**config.mk**
```make
export PLATFORM = sky130hd
export DESIGN_NAME = rf_wb_arbiter
export DESIGN_NICKNAME = d
export VERILOG_FILES = /design/src/rtl/rf_wb_arbiter.sv
export SDC_FILE = /design/constraint.sdc
export NUM_CORES = 1
export LEC_CHECK = 0
export BUFFER_PORTS_ARGS = -buffer_cell sky130_fd_sc_hd__clkbuf_2
export CAP_MARGIN = 20
export CORE_MARGIN = 10
export CORE_UTILIZATION = 49
export CTS_CLUSTER_DIAMETER = 40
export DETAILED_ROUTE_END_ITERATION = 12
export PLACE_DENSITY = 0.85
export SYNTH_ARGS = -nofsm -noshare
export SYNTH_HDL_FRONTEND = slang
export SYNTH_SLANG_ARGS = --single-unit
```
**constraint.sdc**
```tcl
create_clock -name i_CLK -period 2.1 [get_ports i_CLK]
set_input_delay 0.21 -clock i_CLK [delete_from_list [all_inputs] [get_ports i_CLK]]
set_output_delay 0.21 -clock i_CLK [all_outputs]
set_load 0.005 [all_outputs]
```
**src/rtl/rf_wb_arbiter.sv**
```systemverilog
// rf_wb_arbiter
// Write-back arbiter for the single write port of the register file, plus the
// per-register busy scoreboard that the issue stage uses to detect RAW/WAW
// hazards. Two requesters (ALU = A, LSU = B) share the port with round-robin
// fairness. The winning request is registered once before it reaches the
// register file.
module rf_wb_arbiter #(
    parameter int DATA_WIDTH = 8,
    parameter int ADDR_WIDTH = 5,
    parameter int REG_COUNT  = 32
) (
    input  logic                  i_CLK,
    input  logic                  i_RSTn,
    input  logic                  i_a_valid,
    input  logic [ADDR_WIDTH-1:0] i_a_addr,
    input  logic [DATA_WIDTH-1:0] i_a_data,
    output logic                  o_a_ready,
    input  logic                  i_b_valid,
    input  logic [ADDR_WIDTH-1:0] i_b_addr,
    input  logic [DATA_WIDTH-1:0] i_b_data,
    output logic                  o_b_ready,
    output logic [ADDR_WIDTH-1:0] o_wr_addr,
    output logic [DATA_WIDTH-1:0] o_wr_data,
    input  logic                  i_claim_valid,
    input  logic [ADDR_WIDTH-1:0] i_claim_addr,
    input  logic [ADDR_WIDTH-1:0] i_chk0_addr,
    input  logic [ADDR_WIDTH-1:0] i_chk1_addr,
    output logic                  o_stall,
    output logic [REG_COUNT-1:0]  o_busy
);

    // One-hot decode of a register index. Index 0 and indices beyond the
    // register file map to an all-zero mask, so they can never be busy,
    // never be set and never be cleared.
    function automatic logic [REG_COUNT-1:0] reg_onehot(input logic [ADDR_WIDTH-1:0] addr);
        logic [REG_COUNT-1:0] mask;
        mask = '0;
        for (int i = 1; i < REG_COUNT; i++) begin
            if (int'(addr) == i) begin
                mask[i] = 1'b1;
            end
        end
        return mask;
    endfunction

    logic                  a_pref_q;     // 1: A wins when both request
    logic                  a_grant;
    logic                  b_grant;
    logic [ADDR_WIDTH-1:0] win_addr;
    logic [DATA_WIDTH-1:0] win_data;
    logic [ADDR_WIDTH-1:0] wr_addr_p1;
    logic [DATA_WIDTH-1:0] wr_data_p1;
    logic [REG_COUNT-1:0]  busy_q;
    logic [REG_COUNT-1:0]  busy_d;
    logic [REG_COUNT-1:0]  clr_mask;
    logic [REG_COUNT-1:0]  set_mask;
    logic [REG_COUNT-1:0]  chk_mask;
    logic                  stall;

    // Grant selection: a lone requester always wins; a tie goes to whoever
    // did not win last. Only the valids and the pointer feed the grant.
    always_comb begin
        a_grant  = i_a_valid && (!i_b_valid || a_pref_q);
        b_grant  = i_b_valid && (!i_a_valid || !a_pref_q);
        win_addr = b_grant ? i_b_addr : i_a_addr;
        win_data = b_grant ? i_b_data : i_a_data;
    end

    // Round-robin pointer: records the winner of each grant, holds otherwise.
    always_ff @(posedge i_CLK or negedge i_RSTn) begin
        if (!i_RSTn) begin
            a_pref_q <= 1'b1;
        end else if (a_grant) begin
            a_pref_q <= 1'b0;
        end else if (b_grant) begin
            a_pref_q <= 1'b1;
        end
    end

    // Write-port stage: the granted request is presented to the register file
    // one cycle later. Writes to index 0 or out of range are accepted but
    // dropped by presenting address 0; data simply holds when idle.
    always_ff @(posedge i_CLK or negedge i_RSTn) begin
        if (!i_RSTn) begin
            wr_addr_p1 <= '0;
            wr_data_p1 <= '0;
        end else if (a_grant || b_grant) begin
            wr_addr_p1 <= (|reg_onehot(win_addr)) ? win_addr : '0;
            wr_data_p1 <= win_data;
        end else begin
            wr_addr_p1 <= '0;
        end
    end

    // Hazard check and scoreboard next state. The presented write clears its
    // bit (the register file commits on this edge); an accepted claim sets its
    // bit and takes priority over a same-edge clear.
    always_comb begin
        chk_mask  = reg_onehot(i_chk0_addr) | reg_onehot(i_chk1_addr) | reg_onehot(i_claim_addr);
        stall     = i_claim_valid && (|(busy_q & chk_mask));
        clr_mask  = reg_onehot(wr_addr_p1);
        set_mask  = (i_claim_valid && !stall) ? reg_onehot(i_claim_addr) : '0;
        busy_d    = (busy_q & ~clr_mask) | set_mask;
        busy_d[0] = 1'b0;
    end

    // Scoreboard register.
    always_ff @(posedge i_CLK or negedge i_RSTn) begin
        if (!i_RSTn) begin
            busy_q <= '0;
        end else begin
            busy_q <= busy_d;
        end
    end

    assign o_a_ready = a_grant;
    assign o_b_ready = b_grant;
    assign o_wr_addr = wr_addr_p1;
    assign o_wr_data = wr_data_p1;
    assign o_stall   = stall;
    assign o_busy    = busy_q;

endmodule
```
==> impl_metrics.tcl, run 1 <==
set metrics [dict create \
    clk-insertion-delay-late_ps 300 \
    crit_required_ps 1890 \
    rsz0062_at_grt "yes" \
    n_antenna_cell 0 \
    wl_met1_um 5950 \
    first_global_vias 4543 \
    hold_class "primary input to register" \
    hold_viol_final 0 \
    layout_common_cells "buf_4 (95), clkbuf_2 (91), o21ai_0 (45)" \
    hpwl_um 12700 \
    switching_share_pct 43.4 \
    cts_root_buffer "clkbuf_8" \
    pwr-share-seq_pct 32.7 \
    final.setup.tns_ps -3050 \
    gp_congestion 1.07 \
    clkPwrFrac_pct 14.5 \
    slew_headroom_pct 53.7 \
    synthDominantCellAreaShare_pct 29.0 \
    grt_max_degree 46 \
    ir_drop_uv 538 \
    setup-violations-final 30 \
    top_layer_used "met4" \
    die_x_um 108 \
    hp-start "i_b_addr[2]" \
    setup_ws_ps -300 \
    synth_nets 471 \
    power.internal_mw 2.64 \
    antenna_found_initial 0 \
    drt_iter0_drc 539 \
    antenna_left 0 \
    die_area_sq_um 11700 \
    cts_tree "done" \
    yosys.area.top_type "dfrtp_1" \
    synth-edff-count 0 \
    worst_pin_slew_ps 685 \
    outcome "finished with violations" \
    viasPerCell 6.48 \
    final_common_cell "buf_4" \
    grt_pass1_wl_um 25200 \
    fp.coreArea_sq_um 7610 \
    async_flop_share_pct 100 \
    dr.pass1.iters 5 \
    whs_ps 121 \
    power.switching_mw 2.02 \
    reg2reg_from "o_busy[20]" \
    reg2reg_to "o_busy[5]" \
    h-tree-depth 2 \
    syn_to_final_growth_pct 37.0 \
    cts.reportedPaths.clkPinSlew_ps 90 \
    yosys_warnings 0 \
    wl_met2_um 7250 \
    grtUsageTotal_pct 27.4 \
    ys_seq_area_share_pct 29.7 \
    start_util_pct 49.9 \
    drc 0 \
    cp-start-kind "register" \
    wl_per_cell_um 23.9 \
    io_buffers 92 \
    final-max-slew-violation-count 0 \
    violations "setup timing" \
    fmax_ghz 0.417 \
    arrival_ps 2190 \
    synthFlopType "dfrtp_1" \
    p_leak_nw 2.28 \
    finalNonFillerCells 693 \
    synthTopCellsByArea "dfrtp_1 (29%), o31ai_2 (7.9%), o21ai_0 (6.3%)" \
    cellPowerDensity_nw_per_um2 896 \
    drv_cap 0 \
    ios 94 \
    period_share_pct 114 \
    dp_cells 676 \
    synthesis.area_sq_um 3790 \
    gr-total-overflow 0 \
    rrSetupSlack_ps -130 \
    end_kind "primary output" \
    clk_path_buf_depth 2 \
    ys_seq_elements 45 \
    vias 4488 \
    hold_end "o_wr_addr[2]" \
    cts_buffers 5 \
    wl_um 16600 \
    netlist-cell-type-count 67 \
    avgSynthCellArea_sq_um 8.92 \
    cp_max_fo 3 \
    crit_type "register to primary output" \
    ff2ff_path_depth 10 \
    die_h_um 108 \
    clkSinkCount 45 \
    drive_above_1_share_pct 47.2 \
    synth_cells 425 \
    finalCriticalPeriod_ps 2400 \
    fin_nets 636 \
    rows 32 \
    fin_skew_ps 7.56 \
    power_frac_comb_pct 52.8 \
    dr_wl_met3_um 2150 \
    whs_path_depth 2 \
]
-- cell usage after synthesis, types with 2 or more instances --
cell type	count
a21oi_1	19
a22o_1	7
a22oi_1	3
a31o_2	2
a32oi_1	3
and2_1	7
and2b_2	3
and3_1	4
and3_2	2
and3b_1	3
and4_1	3
and4b_1	4
buf_2	9
buf_4	9
buf_6	9
buf_8	2
clkbuf_1	9
dfrtp_1	44
inv_1	4
mux2_2	8
mux2_4	2
mux2i_1	2
nand2_1	20
nand2b_1	12
nand3_1	45
nand3b_1	11
nand4_1	33
nand4b_1	2
nor2_1	9
nor2b_1	8
nor3_1	3
nor3b_1	8
nor4_2	3
o21ai_0	48
o31ai_1	3
o31ai_2	24
o31ai_4	2
or2_2	5
or2b_1	3
-- power by group through the flow --
stage / logic (mW) / registers [mW] / clock network (mW)
floorplan: 0.980 / 1.41 / 0
global placement: 2.09 / 1.51 / 0
detailed placement: 2.13 / 1.50 / 0
CTS: 2.27 / 1.47 / 0.683
global route: 2.60 / 1.52 / 0.700
finish: 2.46 / 1.52 / 0.677
-- registers in the layout, indices dropped and copies added (netlist names) --
| name | flops |
|---|---|
| a_pref_q | 1 |
| o_wr_data | 8 |
| o_wr_addr | 5 |
| o_busy | 31 |
-- stage by stage --
stage	worst slack, ps	total power, mW	utilization [%]	area (sq um)
floorplan	155	2.39	-	3790
global placement	-155	3.60	63.5	4830
detailed placement	-167	3.63	63.5	4830
CTS	-334	4.42	66.6	5070
global route	-362	4.82	68.3	5200
finish	-300	4.66	68.3	5200
-- cells by family after synthesis --
group | Yosys count | share of synthesized area (%)
simple gates | 198 | 32.7
compound gates | 123 | 24.8
flops | 45 | 29.7
buf+inv | 44 | 8.08
mux | 14 | 4.59
other cells | 1 | 0.0989
-- final cells by class --
type | instances | area [sq um]
multi-input cells | 338 | 2510
fillers | 650 | 2410
repair buffers | 196 | 1300
flip-flops and latches | 45 | 1130
well taps | 102 | 128
clock buffers | 6 | 72.6
clock inverters | 2 | 38.8
inverters | 4 | 15.0
-- worst max path at each step --
stage / startpoint / to / slack, ps / cells after the start
after floorplan: o_busy[27] / o_busy[10] / 150 / 8
after global placement: i_claim_addr[3] / o_busy[31] / -160 / 10
after detailed placement: i_claim_addr[3] / o_busy[28] / -170 / 10
after CTS: o_busy[20] / o_stall / -330 / 9
after global routing: o_busy[20] / o_stall / -360 / 9
final: o_busy[20] / o_stall / -300 / 8
-- layer usage --
layer,vias to the layer above,global-route usage [%]
met4,0,14.3
met5,-,0
met3,103,7.97
li1,1951,-
met2,335,43.8
met1,2099,32.9
-- critical path, cell delays in order, from the launching register on --
cell and delay [ps]:
dfrtp_1 430, buf_6 140, mux2_4 260, a32o_1 220
a22oi_2 170, and3_4 250, nand3_2 80, o21a_1 190
buf_2 130
-- what timing repair did --
action | 4_1_cts | 5_1_grt
gates cloned | 2 | 0
setup endpoints to repair | 31 | 32
resized for setup | 11 | 28
pin swaps | 6 | 4
setup buffers | 5 | 2
hold buffers | 1 | 0
endpoints found under the hold margin | 44 | 0
Power figures use the tool's default switching activity.
==> run 2: changes to the inputs <==
--- a/config.mk
+++ b/config.mk
@@ -6,7 +6,6 @@
 export NUM_CORES = 1
 export LEC_CHECK = 0
 export BUFFER_PORTS_ARGS = -buffer_cell sky130_fd_sc_hd__clkbuf_2
-export CAP_MARGIN = 20
 export CORE_MARGIN = 10
 export CORE_UTILIZATION = 49
 export CTS_CLUSTER_DIAMETER = 40
==> constraint.sdc (replaced) <==
create_clock -name i_CLK -period 2.5 [get_ports i_CLK]
set_input_delay 0.25 -clock i_CLK [delete_from_list [all_inputs] [get_ports i_CLK]]
set_output_delay 0.25 -clock i_CLK [all_outputs]
set_load 0.005 [all_outputs]
==> run 2 against run 1 <==
Effect of this change:
- the flow now finishes without violations
- design area decreased by 14%
- die area unchanged
- non-clock buffer count decreased by 76
- power down 28%
- via count is 7.8% lower
- combinational power decreased by 42%
==> impl_metrics.tcl, run 2 (synthesized netlist as in run 1, its figures left out) <==
set metrics [dict create \
    outcome "completed" \
    die_area_sq_um 11700 \
    wl_per_cell_um 24.4 \
    fp.coreArea_sq_um 7610 \
    finalNonFillerCells 615 \
    start_util_pct 49.9 \
    drive_above_1_share_pct 39.0 \
    viasPerCell 6.73 \
    cts_buffers 5 \
    layout_common_cells "clkbuf_2 (92), o21ai_0 (48), nand3_1 (45)" \
    crit_type "register to primary output" \
    n_antenna_cell 0 \
    hold_viol_final 0 \
    ir_drop_uv 554 \
    setup_ws_ps 42.7 \
    arrival_ps 2210 \
    final_area_sq_um 4460 \
    reg2reg_from "o_busy[26]" \
    cpPeakStageDelay_ps 480 \
    hpwl_um 11400 \
    postPlaceCellArea_sq_um 4310 \
    crit_required_ps 2250 \
    fmax_ghz 0.407 \
    clkSinkCount 45 \
    vias 4138 \
    fin_skew_ps 5.78 \
    gp_congestion 1.01 \
    wl_um 15000 \
    whs_ps 159 \
    syn_to_final_growth_pct 17.6 \
    clk_path_buf_depth 2 \
    die_x_um 108 \
    dr.pass1.iters 5 \
    final_common_cell "clkbuf_2" \
    crit_family "compound AO/OA/AOI/OAI gates" \
    drt_iter0_drc 439 \
    ff2ff_path_depth 7 \
    cts_tree "done" \
    place_ws_ps 57.7 \
    worst_setup_path_endpoint "o_stall" \
    dp_cells 605 \
    setup-violations-final 0 \
    p_leak_nw 1.85 \
    gr-total-overflow 0 \
    antenna_left 0 \
    hold_class "primary input to register" \
    h-tree-depth 2 \
    cp-start-kind "register" \
    fin_nets 558 \
    die_h_um 108 \
    period_share_pct 98.3 \
    slew_headroom_pct 57.9 \
    clk-insertion-delay-late_ps 300 \
    final.setup.tns_ps 0 \
    rrSetupSlack_ps 230 \
    critPathLaunch "o_busy[26]" \
    cts_root_buffer "clkbuf_8" \
    cellPowerDensity_nw_per_um2 749 \
    antenna_found_initial 0 \
    drv_cap 0 \
    rows 32 \
    worst_path_max_delay_cell "dfrtp_2" \
    grt_pass1_wl_um 22700 \
    cp_max_fo 5 \
    worst_pin_slew_ps 630 \
    path_depth 7 \
    reg2reg_to "o_busy[16]" \
    ios 94 \
    grt_max_degree 32 \
    final-max-slew-violation-count 0 \
    grtUsageTotal_pct 24.6 \
    drc 0 \
    rsz0062_at_grt "no" \
    largest_register_ffs 31 \
    first_global_vias 4108 \
    path_cells "mux2_1 > a32o_1 > a22oi_2 > and3_4 > nand3_1 > o21a_1 > clkbuf_2" \
    cts.reportedPaths.clkPinSlew_ps 90 \
    end_kind "primary output" \
    path_buf_inv 1 \
    io_buffers 92 \
    finalCriticalPeriod_ps 2460 \
]
run 2: changes by cell type in the layout (fill, tap and decap cells not counted), moves of 3 or more:
| cell | previous run | this run |
|---|---|---|
| buf_6 | 4 | 0 |
| dfrtp_1 | 42 | 38 |
| nand3_2 | 4 | 1 |
| o31ai_4 | 7 | 2 |
| nand3_1 | 42 | 45 |
| o31ai_2 | 20 | 24 |
| o21ai_0 | 45 | 48 |
| buf_4 | 95 | 25 |
| dfrtp_2 | 2 | 6 |
run 2: cell type report:
type | count | area [sq um]
clock buffer | 7 | 96.3
inverter | 4 | 15.0
multi-input combinational | 336 | 2380
sequential | 45 | 1130
fill | 720 | 3150
timing repair buffer | 120 | 698
tap | 102 | 128
clock inverter | 1 | 5.00
run 2: repair_timing:
item                                    in CTS  in global routing
buffers inserted                             1                  0
endpoints found under the hold margin       12                  0
endpoints found under the setup margin       1                  1
hold buffers                                 1                  0
resized for setup                            6                  6
pin swaps                                    1                  0
run 2: where the power goes:
group / switching, mW / internal [mW] / total (mW)
clock network: 0.256 / 0.250 / 0.506
registers: 0.457 / 0.955 / 1.41
logic: 0.794 / 0.629 / 1.42
total: 1.51 / 1.83 / 3.34
run 2: through the flow:
stage / utilization [%] / power [mW]
4_1_cts: 58.4 / 3.28
3_5_place_dp: 56.6 / 2.76
2_1_floorplan: - / 2.01
3_3_place_gp: 56.6 / 2.74
5_1_grt: 58.6 / 3.47
6_report: 58.6 / 3.34
run 2: worst min path at each step:
stage                      from           end  slack [ps]  cells past startpoint
finish              i_a_data[1]  o_wr_data[1]         160                      3
global route        i_b_addr[2]  o_wr_addr[2]         170                      2
CTS                 i_a_data[5]  o_wr_data[5]         160                      3
detailed placement       i_RSTn  o_wr_addr[4]         190                      1
global placement         i_RSTn  o_wr_addr[4]         180                      1
floorplan                i_RSTn    o_busy[10]         -50                      0
run 2: tightest hold or removal path, cell delays in order:
cell      delay [ps]
clkbuf_2          70
a21oi_1           40
o21ai_0           60
run 2: layer usage:
layer / up-vias / track usage (%) / share of wire, %
met5: - / 0 / 0
met4: 0 / 16.5 / 6.3
met3: 85 / 6.60 / 12
met2: 331 / 37.2 / 43
met1: 1929 / 30.1 / 38
li1: 1793 / - / -
==> run 3: changes to the inputs <==
==> constraint.sdc (replaced) <==
create_clock -name i_CLK -period 2.5 [get_ports i_CLK]
set_input_delay 0.375 -clock i_CLK [delete_from_list [all_inputs] [get_ports i_CLK]]
set_output_delay 0.375 -clock i_CLK [all_outputs]
set_load 0.005 [all_outputs]
==> run 3 against run 2 <==
Effect of this change:
- critical path depth up 1
- the flow now finishes with violations (setup timing)
- critical path type unchanged
- critical endpoint unchanged
- utilization is 2.3 points higher
- largest power group unchanged
- non-clock buffer count is 22 higher
==> impl_metrics.tcl, run 3 (synthesized netlist as in run 1, its figures left out) <==
set metrics [dict create \
    cp-start-kind "register" \
    hold_class "primary input to asynchronous set/reset pin" \
    slew_headroom_pct 60.9 \
    setup-violations-final 1 \
    syn_to_final_growth_pct 22.2 \
    antenna_found_initial 0 \
    drt_iter0_drc 438 \
    io_buffers 92 \
    vias 4160 \
    outcome "finished with violations" \
    postPlaceCellArea_sq_um 4410 \
    cellPowerDensity_nw_per_um2 765 \
    violations "setup timing" \
    cts_root_buffer "clkbuf_8" \
    n_antenna_cell 0 \
    start_util_pct 49.9 \
    end_kind "primary output" \
    crit_type "register to primary output" \
    first_global_vias 4182 \
    drv_cap 0 \
    grtUsageTotal_pct 25.2 \
    die_x_um 108 \
    cts_tree "done" \
    fin_nets 580 \
    drc 0 \
    grt_max_degree 46 \
    clk-insertion-delay-late_ps 310 \
    gr-total-overflow 0 \
    drive_above_1_share_pct 42.1 \
    clkSinkCount 45 \
    grt_pass1_wl_um 23200 \
    die_area_sq_um 11700 \
    ir_drop_uv 502 \
    setup_ws_ps -35.0 \
    final.setup.tns_ps -35.0 \
    fin_skew_ps 13.1 \
    cts.reportedPaths.clkPinSlew_ps 90 \
    cts_buffers 5 \
    clk_path_buf_depth 2 \
    total_power_mw 3.55 \
    largest_register_ffs 31 \
    hold_viol_final 0 \
    die_h_um 108 \
    place_ws_ps 76.8 \
    wl_um 15200 \
    crit_required_ps 2120 \
    final-seq-area_sq_um 1140 \
    final_common_cell "clkbuf_2" \
    fmax_ghz 0.394 \
    arrival_ps 2160 \
    p_leak_nw 1.97 \
    antenna_left 0 \
    final-max-slew-violation-count 0 \
    ios 94 \
    cp_max_fo 3 \
    h-tree-depth 2 \
    dr.pass1.iters 5 \
    multiInputGateArea_sq_um 2400 \
    viasPerCell 6.53 \
    layout_common_cells "clkbuf_2 (92), o21ai_0 (48), buf_4 (48)" \
    wl_per_cell_um 23.9 \
    ctsHoldBuffers 0 \
    fp.coreArea_sq_um 7610 \
    rsz0062_at_grt "yes" \
    hpwl_um 11400 \
    worst_pin_slew_ps 581 \
    final_area_sq_um 4630 \
    gp_congestion 1.05 \
    finalCriticalPeriod_ps 2540 \
    period_share_pct 101 \
    rows 32 \
    fill_cells 681 \
]
-- run 3: cell types whose count changed in the layout (fill, tap and decap cells not counted), sizes merged --
| cell | before | now |
|---|---|---|
| buf | 27 | 50 |
| clkbuf | 99 | 98 |
| clkinv | 1 | 2 |
| dlygate4sd3 | 1 | 0 |
-- run 3: what timing repair did --
item                       in CTS  in global routing
gates resized for setup         8                  6
setup endpoints to repair       1                  1
pin swaps                       3                  5
buffers inserted                9                  1
-- run 3: path summary, 6_finish.rpt --
check | depth (start not counted) | endpoint | slack [ps] | startpoint
min in group i_CLK | 2 | o_wr_addr[3] | 280 | i_b_addr[3]
worst max register to register | 10 | o_busy[31] | 160 | o_busy[27]
worst min register to register | 2 | a_pref_q | 580 | a_pref_q
worst max-delay path | 8 | o_stall | -40 | o_busy[27]
max in group asynchronous | 2 | o_busy[20] | 1940 | i_RSTn
worst min-delay path | 2 | o_wr_addr[4] | 130 | i_RSTn
-- run 3: through the flow --
step	utilization, %	hold slack, ps	instances
after floorplan	-	79.4	425
after global placement	58.0	487	619
after detailed placement	58.0	497	619
after CTS	60.4	154	636
after global routing	60.9	186	637
final	60.9	128	637
-- run 3: worst max-delay path, stage by stage (launching register included) --
cell      delay (ps)
dfrtp_2          450
buf_4            170
mux2_2           260
a22oi_1          200
o211ai_1         140
nor3_2           160
nand4_2          130
o21a_1           220
clkbuf_2         110
-- run 3: cell type report --
type / count / area share [%]
repair buffers: 142 / 18.6
multi-input cells: 336 / 51.7
inverters: 4 / 0.324
well taps: 102 / 2.75
clock inverters: 2 / 0.297
flip-flops and latches: 45 / 24.5
clock buffers: 6 / 1.78
-- run 3: report_power, final --
group	total, mW	leakage, nW	internal (mW)	switching [mW]
Combinational	1.69	1.37	0.767	0.924
Clock	0.493	0.0512	0.224	0.268
Sequential	1.36	0.540	0.958	0.404
-- run 3: metal layers --
layer / global-route usage, % / share of wire [%] / vias up
met5: 0 / 0 / -
met4: 13.6 / 6.2 / 0
met3: 6.54 / 11 / 71
met2: 40.3 / 44 / 290
met1: 30.5 / 38 / 1963
li1: - / - / 1836
